[config.mk]
export PLATFORM = sky130hd
export DESIGN_NAME = rv32i_ctrl_fsm
export DESIGN_NICKNAME = d
export VERILOG_FILES = /design/src/rtl/rv32i_ctrl_fsm.sv
export SDC_FILE = /design/constraint.sdc
export NUM_CORES = 1
export LEC_CHECK = 0
export BUFFER_PORTS_ARGS = -buffer_cell sky130_fd_sc_hd__buf_2
export CAP_MARGIN = 0
export CORE_ASPECT_RATIO = 1.75
export CORE_MARGIN = 10
export CORE_UTILIZATION = 45
export DETAILED_ROUTE_END_ITERATION = 16
export GPL_TIMING_DRIVEN = 1
export MAX_ROUTING_LAYER = met4
export PLACE_DENSITY = 0.73
export SLEW_MARGIN = 40
export SYNTH_ARGS = -nofsm -noshare
export SYNTH_HDL_FRONTEND = slang
export SYNTH_SLANG_ARGS = --single-unit
[constraint.sdc]
create_clock -name clk -period 1.95 [get_ports clk]
set_clock_uncertainty 0.2 [all_clocks]
set_input_delay 0.0975 -clock clk [delete_from_list [all_inputs] [get_ports clk]]
set_output_delay 0.0975 -clock clk [all_outputs]
set_load 0.05 [all_outputs]
[src/rtl/rv32i_ctrl_fsm.sv]
// -----------------------------------------------------------------------------
// rv32i_ctrl_fsm
//
// Multi-cycle RV32I control unit. Steps each instruction through
// FETCH -> DECODE -> EXEC -> (MEM) -> (WB) and drives the ALU operation,
// datapath selects, register-file/PC strobes and the imem/dmem handshakes.
// Branches resolve in EXEC from the ALU zero flag (zero=1: branch taken).
//
// Latency, counted from the first imem_req cycle with ready answered at once:
// branch/fence 3, ALU/store/jump 4, load 5 clocks.
//
// Parameters
//   ILLEGAL_HALTS  1: an illegal encoding parks the FSM in TRAP (illegal=1)
//                  0: an illegal encoding retires as a NOP (PC+4)
//
// Ports
//   clk            rising-edge clock
//   rst_n          synchronous reset, active low
//   instr          instruction register contents (valid from DECODE onward)
//   imem_ready     instruction word available (sampled while imem_req=1)
//   dmem_ready     data access complete (sampled while dmem_req=1)
//   zero           ALU flag: branch condition true / result zero
//   imem_req       instruction fetch request
//   ir_write       latch instr from imem, 1-cycle strobe
//   dmem_req       data memory request
//   dmem_we        1 = store
//   dmem_size      00 byte, 01 half, 10 word (funct3[1:0])
//   dmem_unsigned  funct3[2] (LBU/LHU)
//   ALU_op         ALU operation code; ADD whenever not in EXEC
//   alu_src_a      00 rs1, 01 PC, 10 constant 0
//   alu_src_b      0 rs2, 1 immediate
//   alu_reg_en     capture ALU result into the ALU-out register
//   reg_write      register-file write strobe
//   wb_sel         00 ALU-out, 01 load data, 10 PC+4
//   pc_write       PC update strobe, exactly once per retired instruction
//   pc_src         00 PC+4, 01 PC+imm, 10 ALU-out
//   halt           ECALL/EBREAK reached, sticky until reset
//   illegal        illegal encoding trapped, sticky until reset
// -----------------------------------------------------------------------------
module rv32i_ctrl_fsm #(
    parameter int ILLEGAL_HALTS = 1
) (
    input  logic        clk,
    input  logic        rst_n,
    input  logic [31:0] instr,
    input  logic        imem_ready,
    input  logic        dmem_ready,
    input  logic        zero,
    output logic        imem_req,
    output logic        ir_write,
    output logic        dmem_req,
    output logic        dmem_we,
    output logic [1:0]  dmem_size,
    output logic        dmem_unsigned,
    output logic [4:0]  ALU_op,
    output logic [1:0]  alu_src_a,
    output logic        alu_src_b,
    output logic        alu_reg_en,
    output logic        reg_write,
    output logic [1:0]  wb_sel,
    output logic        pc_write,
    output logic [1:0]  pc_src,
    output logic        halt,
    output logic        illegal
);

    typedef enum logic [2:0] {
        S_FETCH  = 3'd0,
        S_DECODE = 3'd1,
        S_EXEC   = 3'd2,
        S_MEM    = 3'd3,
        S_WB     = 3'd4,
        S_TRAP   = 3'd5
    } state_t;

    typedef enum logic [3:0] {
        C_ALU_R  = 4'd0,
        C_ALU_I  = 4'd1,
        C_LUI    = 4'd2,
        C_AUIPC  = 4'd3,
        C_LOAD   = 4'd4,
        C_STORE  = 4'd5,
        C_JAL    = 4'd6,
        C_JALR   = 4'd7,
        C_BRANCH = 4'd8,
        C_NOP    = 4'd9,
        C_SYS    = 4'd10,
        C_ILL    = 4'd11
    } cls_t;

    localparam logic [6:0] OP_R      = 7'b0110011;
    localparam logic [6:0] OP_IMM    = 7'b0010011;
    localparam logic [6:0] OP_LUI    = 7'b0110111;
    localparam logic [6:0] OP_AUIPC  = 7'b0010111;
    localparam logic [6:0] OP_JAL    = 7'b1101111;
    localparam logic [6:0] OP_JALR   = 7'b1100111;
    localparam logic [6:0] OP_BRANCH = 7'b1100011;
    localparam logic [6:0] OP_LOAD   = 7'b0000011;
    localparam logic [6:0] OP_STORE  = 7'b0100011;
    localparam logic [6:0] OP_FENCE  = 7'b0001111;
    localparam logic [6:0] OP_SYSTEM = 7'b1110011;

    localparam logic [4:0] ALU_BEQ  = 5'b00000;
    localparam logic [4:0] ALU_BNE  = 5'b00001;
    localparam logic [4:0] ALU_ADD  = 5'b00010;
    localparam logic [4:0] ALU_SUB  = 5'b00011;
    localparam logic [4:0] ALU_BGE  = 5'b00100;
    localparam logic [4:0] ALU_BLT  = 5'b00101;
    localparam logic [4:0] ALU_BGEU = 5'b00110;
    localparam logic [4:0] ALU_BLTU = 5'b00111;
    localparam logic [4:0] ALU_SLT  = 5'b01000;
    localparam logic [4:0] ALU_SLTU = 5'b01001;
    localparam logic [4:0] ALU_XOR  = 5'b01010;
    localparam logic [4:0] ALU_OR   = 5'b01011;
    localparam logic [4:0] ALU_AND  = 5'b01100;
    localparam logic [4:0] ALU_SLL  = 5'b01110;
    localparam logic [4:0] ALU_SRL  = 5'b01111;
    localparam logic [4:0] ALU_SRA  = 5'b10000;

    // Full legality check: unsupported funct3/funct7 combinations and
    // CSR-type SYSTEM encodings are all reported as illegal.
    function automatic cls_t classify(input logic [31:0] ir);
        logic [2:0] f3;
        logic [6:0] f7;
        cls_t       c;
        f3 = ir[14:12];
        f7 = ir[31:25];
        c  = C_ILL;
        case (ir[6:0])
            OP_R: begin
                if (f7 == 7'b0000000 ||
                    (f7 == 7'b0100000 && (f3 == 3'b000 || f3 == 3'b101)))
                    c = C_ALU_R;
            end
            OP_IMM: begin
                if (f3 == 3'b001) begin
                    if (f7 == 7'b0000000) c = C_ALU_I;
                end else if (f3 == 3'b101) begin
                    if (f7 == 7'b0000000 || f7 == 7'b0100000) c = C_ALU_I;
                end else begin
                    c = C_ALU_I;
                end
            end
            OP_LUI:    c = C_LUI;
            OP_AUIPC:  c = C_AUIPC;
            OP_JAL:    c = C_JAL;
            OP_JALR:   if (f3 == 3'b000) c = C_JALR;
            OP_BRANCH: if (f3 != 3'b010 && f3 != 3'b011) c = C_BRANCH;
            OP_LOAD:   if (f3 != 3'b011 && f3 != 3'b110 && f3 != 3'b111) c = C_LOAD;
            OP_STORE:  if (f3 <= 3'b010) c = C_STORE;
            OP_FENCE:  if (f3 == 3'b000 || f3 == 3'b001) c = C_NOP;
            // Only ECALL (all zero) and EBREAK (imm=1) are accepted.
            OP_SYSTEM: if (ir[31:7] == 25'h0000000 || ir[31:7] == 25'h0002000) c = C_SYS;
            default:   c = C_ILL;
        endcase
        return c;
    endfunction

    // alt selects SUB over ADD (funct3 000) and SRA over SRL (funct3 101).
    function automatic logic [4:0] arith_op(input logic [2:0] f3, input logic alt);
        logic [4:0] op;
        case (f3)
            3'b000:  op = alt ? ALU_SUB : ALU_ADD;
            3'b001:  op = ALU_SLL;
            3'b010:  op = ALU_SLT;
            3'b011:  op = ALU_SLTU;
            3'b100:  op = ALU_XOR;
            3'b101:  op = alt ? ALU_SRA : ALU_SRL;
            3'b110:  op = ALU_OR;
            default: op = ALU_AND;
        endcase
        return op;
    endfunction

    function automatic logic [4:0] branch_op(input logic [2:0] f3);
        logic [4:0] op;
        case (f3)
            3'b000:  op = ALU_BEQ;
            3'b001:  op = ALU_BNE;
            3'b100:  op = ALU_BLT;
            3'b101:  op = ALU_BGE;
            3'b110:  op = ALU_BLTU;
            default: op = ALU_BGEU;
        endcase
        return op;
    endfunction

    function automatic logic [4:0] exec_op(input cls_t c, input logic [31:0] ir);
        logic [4:0] op;
        case (c)
            C_ALU_R:  op = arith_op(ir[14:12], ir[30]);
            // ADDI has no SUB form; only the shift-right encoding uses bit 30.
            C_ALU_I:  op = arith_op(ir[14:12], (ir[14:12] == 3'b101) && ir[30]);
            C_BRANCH: op = branch_op(ir[14:12]);
            default:  op = ALU_ADD;
        endcase
        return op;
    endfunction

    state_t     state;
    cls_t       cls_r;
    logic [2:0] f3_r;
    logic       rd_zero_r;
    logic       pc_write_r;
    logic [1:0] pc_src_r;
    logic       br_exec_r;

    cls_t       dec_cls;
    logic [4:0] dec_op;
    logic [1:0] dec_src_a;
    logic       dec_src_b;
    logic       is_jump;

    always_comb begin
        dec_cls   = classify(instr);
        dec_op    = exec_op(dec_cls, instr);
        dec_src_a = 2'b00;
        dec_src_b = 1'b0;
        case (dec_cls)
            C_LUI:   begin dec_src_a = 2'b10; dec_src_b = 1'b1; end
            C_AUIPC: begin dec_src_a = 2'b01; dec_src_b = 1'b1; end
            C_JAL:   begin dec_src_a = 2'b01; dec_src_b = 1'b1; end
            C_ALU_I, C_LOAD, C_STORE, C_JALR: dec_src_b = 1'b1;
            default: ;
        endcase
    end

    assign is_jump = (cls_r == C_JAL) || (cls_r == C_JALR);

    always_ff @(posedge clk) begin
        if (!rst_n) begin
            state         <= S_FETCH;
            cls_r         <= C_NOP;
            imem_req      <= 1'b0;
            dmem_req      <= 1'b0;
            dmem_we       <= 1'b0;
            dmem_size     <= 2'b00;
            dmem_unsigned <= 1'b0;
            ALU_op        <= ALU_ADD;
            alu_src_a     <= 2'b00;
            alu_src_b     <= 1'b0;
            alu_reg_en    <= 1'b0;
            reg_write     <= 1'b0;
            wb_sel        <= 2'b00;
            pc_write_r    <= 1'b0;
            pc_src_r      <= 2'b00;
            br_exec_r     <= 1'b0;
            halt          <= 1'b0;
            illegal       <= 1'b0;
        end else begin
            // Single-cycle strobes and EXEC-only selects fall back each cycle
            ALU_op     <= ALU_ADD;
            alu_src_a  <= 2'b00;
            alu_src_b  <= 1'b0;
            alu_reg_en <= 1'b0;
            reg_write  <= 1'b0;
            wb_sel     <= 2'b00;
            pc_write_r <= 1'b0;
            pc_src_r   <= 2'b00;
            br_exec_r  <= 1'b0;

            case (state)
                S_FETCH: begin
                    // Out of reset the request rises one cycle late so that
                    // every output reads 0 in the reset state itself.
                    if (!imem_req) begin
                        imem_req <= 1'b1;
                    end else if (imem_ready) begin
                        imem_req <= 1'b0;
                        state    <= S_DECODE;
                    end
                end

                S_DECODE: begin
                    cls_r     <= dec_cls;
                    f3_r      <= instr[14:12];
                    rd_zero_r <= (instr[11:7] == 5'd0);
                    if (dec_cls == C_SYS) begin
                        halt  <= 1'b1;
                        state <= S_TRAP;
                    end else if (dec_cls == C_ILL && ILLEGAL_HALTS != 0) begin
                        illegal <= 1'b1;
                        state   <= S_TRAP;
                    end else if (dec_cls == C_ILL) begin
                        cls_r      <= C_NOP;
                        alu_reg_en <= 1'b1;
                        pc_write_r <= 1'b1;
                        state      <= S_EXEC;
                    end else begin
                        ALU_op     <= dec_op;
                        alu_src_a  <= dec_src_a;
                        alu_src_b  <= dec_src_b;
                        alu_reg_en <= 1'b1;
                        // Branch and fence retire in EXEC itself.
                        pc_write_r <= (dec_cls == C_BRANCH) || (dec_cls == C_NOP);
                        br_exec_r  <= (dec_cls == C_BRANCH);
                        state      <= S_EXEC;
                    end
                end

                S_EXEC: begin
                    case (cls_r)
                        C_BRANCH, C_NOP: begin
                            imem_req <= 1'b1;
                            state    <= S_FETCH;
                        end
                        C_LOAD, C_STORE: begin
                            dmem_req      <= 1'b1;
                            dmem_we       <= (cls_r == C_STORE);
                            dmem_size     <= f3_r[1:0];
                            dmem_unsigned <= f3_r[2];
                            state         <= S_MEM;
                        end
                        default: begin
                            reg_write  <= !rd_zero_r;
                            pc_write_r <= 1'b1;
                            wb_sel     <= is_jump ? 2'b10 : 2'b00;
                            pc_src_r   <= is_jump ? 2'b10 : 2'b00;
                            state      <= S_WB;
                        end
                    endcase
                end

                S_MEM: begin
                    if (dmem_ready) begin
                        dmem_req      <= 1'b0;
                        dmem_we       <= 1'b0;
                        dmem_size     <= 2'b00;
                        dmem_unsigned <= 1'b0;
                        if (cls_r == C_STORE) begin
                            imem_req <= 1'b1;
                            state    <= S_FETCH;
                        end else begin
                            reg_write  <= !rd_zero_r;
                            pc_write_r <= 1'b1;
                            wb_sel     <= 2'b01;
                            state      <= S_WB;
                        end
                    end
                end

                S_WB: begin
                    imem_req <= 1'b1;
                    state    <= S_FETCH;
                end

                default: begin
                    // TRAP: parked until reset, all strobes held low
                    state <= S_TRAP;
                end
            endcase
        end
    end

    // The handshake-completion strobes follow ready in the same cycle; both
    // are masked while reset is asserted so an aborted access never retires.
    assign ir_write = rst_n && (state == S_FETCH) && imem_req && imem_ready;
    assign pc_write = rst_n && (pc_write_r ||
                      ((state == S_MEM) && dmem_req && dmem_ready && (cls_r == C_STORE)));
    assign pc_src   = br_exec_r ? {1'b0, zero} : pc_src_r;

endmodule

# Yosys cells after proc, flatten, opt, wreduce, memory -nomap -nowiden
# Index checks and enable logic that the tools add are counted.
[op_classes]
order_cmp = 1
eq_ne = 50
n_mux = 63
bitwise_logic = 3
reduce_logical = 43
[ops]
columns = ["op", "n"]
rows = [
  ["5-bit one-hot mux with 7 select lines", 2],
  ["4-bit one-hot mux with 11 select lines", 1],
  ["4-bit by 3-bit == test with 1-bit output, second input constant", 8],
  ["4-bit two-way mux", 8],
  ["3-bit one-hot mux with 5 select lines", 2],
  ["7-bit by 6-bit == test with 1-bit output, second input constant", 4],
  ["7-bit == test, second input constant", 4],
  ["25-bit by 14-bit == test with 1-bit output, second input constant", 1],
  ["25-bit zero test", 1],
  ["4-bit == test, second input constant", 6],
  ["1-bit two-way mux", 24],
  ["3-bit two-way mux", 6],
  ["5-bit one-hot mux with 3 select lines", 1],
  ["7-bit by 5-bit == test with 1-bit output, second input constant", 2],
  ["2-bit two-way mux", 7],
  ["3-bit by 2-bit == test with 1-bit output, second input constant", 4],
  ["3-bit == test, second input constant", 4],
  ["1-bit logical AND", 12],
  ["2-bit inequality test, second input constant", 6],
  ["2-bit one-hot mux with 2 select lines", 3],
  ["5-bit two-way mux", 2],
  ["3-bit AND reduction", 3],
  ["4-bit by 2-bit == test with 1-bit output, second input constant", 2],
  ["1-bit logical OR", 8],
  ["25 further kinds", 39],
]
[totals]
ff_bits = 35
input_bits = 37
output_inout_bits = 24
wordCells = 180

# Depth between registers and ports, before layout
[depth]
depth_word = 11
mapped_depth = 9
mapped_depth_nobuf = 7

# Worst setup path after synthesis
# Ideal clock, no wire load.
[synth_path]
path_kind = "flip-flop to output port"
from = "register imem_req"
to = "output ir_write"
t_arrival_ns = 2.244
required_ns = 1.652
slack_ns = -0.591
path_stages_with_launch = 3
path_buffers = 0
path_cell_list = "dfxtp_1 nand2_1 nor4_1"
[synth_via]
elab_chain_len = 2
[synth_lines]
columns = ["element", "line", "rtl"]
rows = [
  ["start, declared", "49", "output logic imem_req,"],
  ["start signal, assigned", "234", "imem_req <= 1'b0;"],
  ["start signal, assigned", "267", "imem_req <= 1'b1;"],
  ["start signal, assigned", "269", "imem_req <= 1'b0;"],
  ["1-bit logical AND (2 in a row)", "357", "assign ir_write = rst_n && (state == S_FETCH) && imem_req && imem_ready;"],
  ["end, declared", "50", "output logic ir_write,"],
]
# Every way passes these cells.

# Worst setup path in the final report
[layout_path]
from = "input instr[8]"
to = "register illegal"
[layout_via]
elab_chain_len = 7
word_cells_on_any_way = 9
cone_classes = "eq/ne: 3; mux: 2; bitwise: 1; reduce/logical: 3"
[layout_lines]
columns = ["element", "line", "rtl"]
rows = [
  ["start, declared", "45", "input logic [31:0] instr,"],
  ["25-bit by 14-bit == test with 1-bit output or 25-bit zero test (tied branches)", "153", "OP_SYSTEM: if (ir[31:7] == 25'h0000000 || ir[31:7] == 25'h0002000) c = C_SYS;"],
  ["1-bit logical OR (*)", "153", ""],
  ["1-bit two-way mux (*)", "153", ""],
  ["4-bit one-hot mux with 11 select lines (*)", "129", "case (ir[6:0])"],
  ["4-bit == test", "278", "if (dec_cls == C_SYS) begin"],
  ["1-bit inverter (no line)", "--", ""],
  ["3-bit AND reduction (no line) (*)", "--", ""],
  ["end signal, assigned", "249", "illegal <= 1'b0;"],
  ["end signal, assigned", "282", "illegal <= 1'b1;"],
  ["end, declared", "64", "output logic illegal"],
]
# Mark *: on every way between the ends. The rest lies on a longest branch, timed or not.
# A chain may end at the register's enable or synchronous reset.

==> out/results.ini <==
[finish]
design_area_um2 = 2900
fin_cells = 393
area_growth_pct = 46.3
drive_gt1_share_pct = 40.4
num_antenna_cells = 0
final_net_count = 380

[hold_path]
min_from = instr[13]
hp-class = input pin to register
hold_depth = 4
hold_end = ALU_op[3]$_SDFF_PP0_

[floorplanning]
coreArea_um2 = 4190
rows = 31
die_w_um = 70.2
die_height_um = 108
initial_core_util_pct = 47.3
io-pin-count = 61
die_area_um2 = 7570

[place]
routabilityCongestion = 0.880
placed_cells = 380
dpl.hpwl_mm = 5.06
postPlaceCellArea_um2 = 2650
io_buffers = 59

[worst_setup_path]
cp_max_fo = 2
critPathKind = input pin to register
regToRegSetupSlack_ns = 0.14
end_kind = register
reg2regPathDepth = 5
cp.arrival_ns = 1.88
crit_path_start_kind = input pin
timing.rr.end = imem_req$_SDFFE_PN0P_
worstPathRequired_ns = 1.94
crit-reg2reg-launch = state[2]$_SDFFE_PN0P_

[yosys]
netlist_area_um2 = 1980
syn-instance-count = 244
postSynthAreaPerCell_um2 = 8.13
async_flop_share_pct = 0
synth_top_area_share_pct = 30.3
ys_seq_elements = 34
synth.distinct_cells = 58
synth_top_cell_by_area = dfxtp_1
yosys_warnings = 0
synth_edf_count = 4
ys_seq_area_share_pct = 36.3
ys_top_cells_by_area = dfxtp_1 (30%), edfxtp_1 (6.1%), nand2_1 (3.8%)
syn_nets = 281
synthFlopType = dfxtp_1

[clock_network]
clockRootBuffer = clkbuf_8
ctsLongestPathBuffers = 2
clk_latency_ns = 0.28
numCtsBuffers = 5
cts.htree.levels = 2
clk_pin_slew_ns = 0.08
numClockSinks = 34
cts_tree = built

[sta]
min_period_over_period_pct = 97.0
setup_viol = 0
slew_viol_final = 0
hold_viol = 0
worst_pin_slew_ns = 0.558
fin_hold_ws_ns = 0.0256
max_slew_margin_pct = 62.5
fin_crit_ns = 1.89
max_freq_ghz = 0.529

[route]
routed_wl_mm = 6.29
drc_errors = 0
dr_total_vias = 2208
drt-pass1-iter-count = 4
antenna_left = 0
vias_per_cell = 5.62
avgRoutedWirePerCell_um = 16.0
first_iter_violations = 120

[global_routing]
grt_max_degree = 21
grt_pass1_vias = 2325
grt_pass1_wl_mm = 10.3
track_usage_pct = 16.6
antenna_found_initial = 0
grt_overflow = 0

[power]
irDropWorstVdd_v = 0.000729
p_per_area_nw_per_um2 = 649
p_leak_nw = 1.28

[run_status]
status = finished clean

[run]
cap_violations = 0

layout make-up:
type	count	area, µm²
clock buffers	5	68.8
clock inverters	3	68.8
fillers	378	1290
inverters	9	33.8
multi-input cells	184	1260
flip-flops and latches	34	721
well taps	49	61.3
repair buffers	109	687
placed cells by master (no fill, tap or decap), types with 3 or more instances in the layout:
master and count:
o211ai_1 6, and3_1 3, a21oi_1 12, nand2_1 20
dlygate4sd3_1 4, buf_4 46, nor3_1 5, a22oi_1 4
o22ai_1 3, buf_2 58, edfxtp_1 4, a32o_1 3
nor2_1 16, clkbuf_8 5, nand4_1 4, and4_1 3
nor2b_1 9, nor4_1 5, nand3_1 6, nand2b_1 7
dfxtp_1 30, o21ai_0 10, nor2_2 4, inv_1 8
and2_1 8
metal layers:
| layer | vias up | wire (µm) | GRT usage (%) |
|---|---|---|---|
| met2 | 82 | 3580 | 32.3 |
| met5 | - | 0 | - |
| met3 | 16 | 288 | 2.59 |
| met4 | 0 | 229 | 9.63 |
| li1 | 1108 | - | - |
| met1 | 1002 | 2190 | 14.3 |
cell usage after synthesis (all sizes together), types with 6 or more instances:
library cell   n
buf            6
nand2b         9
nand3          6
o21ai         11
clkbuf        11
nor2b         10
o211ai         6
nor4           8
a21oi         12
inv            9
dfxtp         30
nand2         20
nor3           6
and2          10
nor2          20
power by group:
group          switching, mW  leakage (nW)  total, mW  internal, mW
clock network          0.270        0.0683      0.783         0.512
logic                  0.195         0.935      0.359         0.165
registers             0.0160         0.280      0.742         0.726
cell families (layout without fill, tap and decap cells):
group	after synthesis	count (layout)	share of synthesized area, %
AND/OR/NAND/NOR	119	119	35.1
flip-flops	34	34	36.3
AO/OA/AOI/OAI	61	61	21.3
XOR/XNOR	2	2	0.883
buffers and inverters	26	126	5.43
multiplexers	2	2	1.01
state kept, by name, summed over array words and instances (netlist names):
signal and cells:
ALU_op 5, cls_r 4, f3_r 3, state 3, alu_src_a 2, dmem_size 2, wb_sel 2, alu_reg_en 1
alu_src_b 1, br_exec_r 1, dmem_req 1, dmem_unsigned 1, dmem_we 1, halt 1, illegal 1, imem_req 1
pc_src_r 1, pc_write_r 1, rd_zero_r 1, reg_write 1
what timing repair did:
| item | 4_1_cts | 5_1_grt |
|---|---|---|
| gates resized for setup | 2 | 14 |
| gates cloned | 0 | 0 |
| hold endpoints to repair | 2 | 0 |
| buffers inserted | 0 | 1 |
| pin swaps | 0 | 1 |
| hold buffers | 4 | 0 |
| endpoints found under the setup margin | 1 | 11 |
stage by stage:
step           power (mW)  setup TNS [ns]  worst slack (ns)  utilization (%)
3_3_place_gp         1.09           -1.30            -0.194             63.2
4_1_cts              1.88               0           0.00544             67.6
2_1_floorplan       0.952         -0.0727           -0.0508                -
3_5_place_dp         1.10           -1.45            -0.239             63.2
6_report             1.88               0            0.0584             69.3
5_1_grt              1.95         -0.0220           -0.0194             69.3
worst max-delay path, cell delays in order:
cell and delay (ns):
dlygate4sd3_1 0.54, buf_2 0.13, nor2_2 0.11, a31oi_2 0.12, or4b_4 0.53, and2_0 0.15, a32o_1 0.21
worst max path at each step:
stage                     slack, ns                   from                    to  cells past startpoint
final                          0.06               instr[8]  illegal$_SDFFE_PN0P_                      7
after global routing          -0.02  cls_r[2]$_SDFFE_PN0P_              pc_write                      7
after CTS                     0.005  state[0]$_SDFFE_PN0P_              pc_write                      7
after detailed placement      -0.24               instr[7]  illegal$_SDFFE_PN0P_                      7
after global placement        -0.19               instr[7]  illegal$_SDFFE_PN0P_                      7
after floorplan               -0.05               instr[7]  illegal$_SDFFE_PN0P_                      6
(Power assumes the default switching activity.)
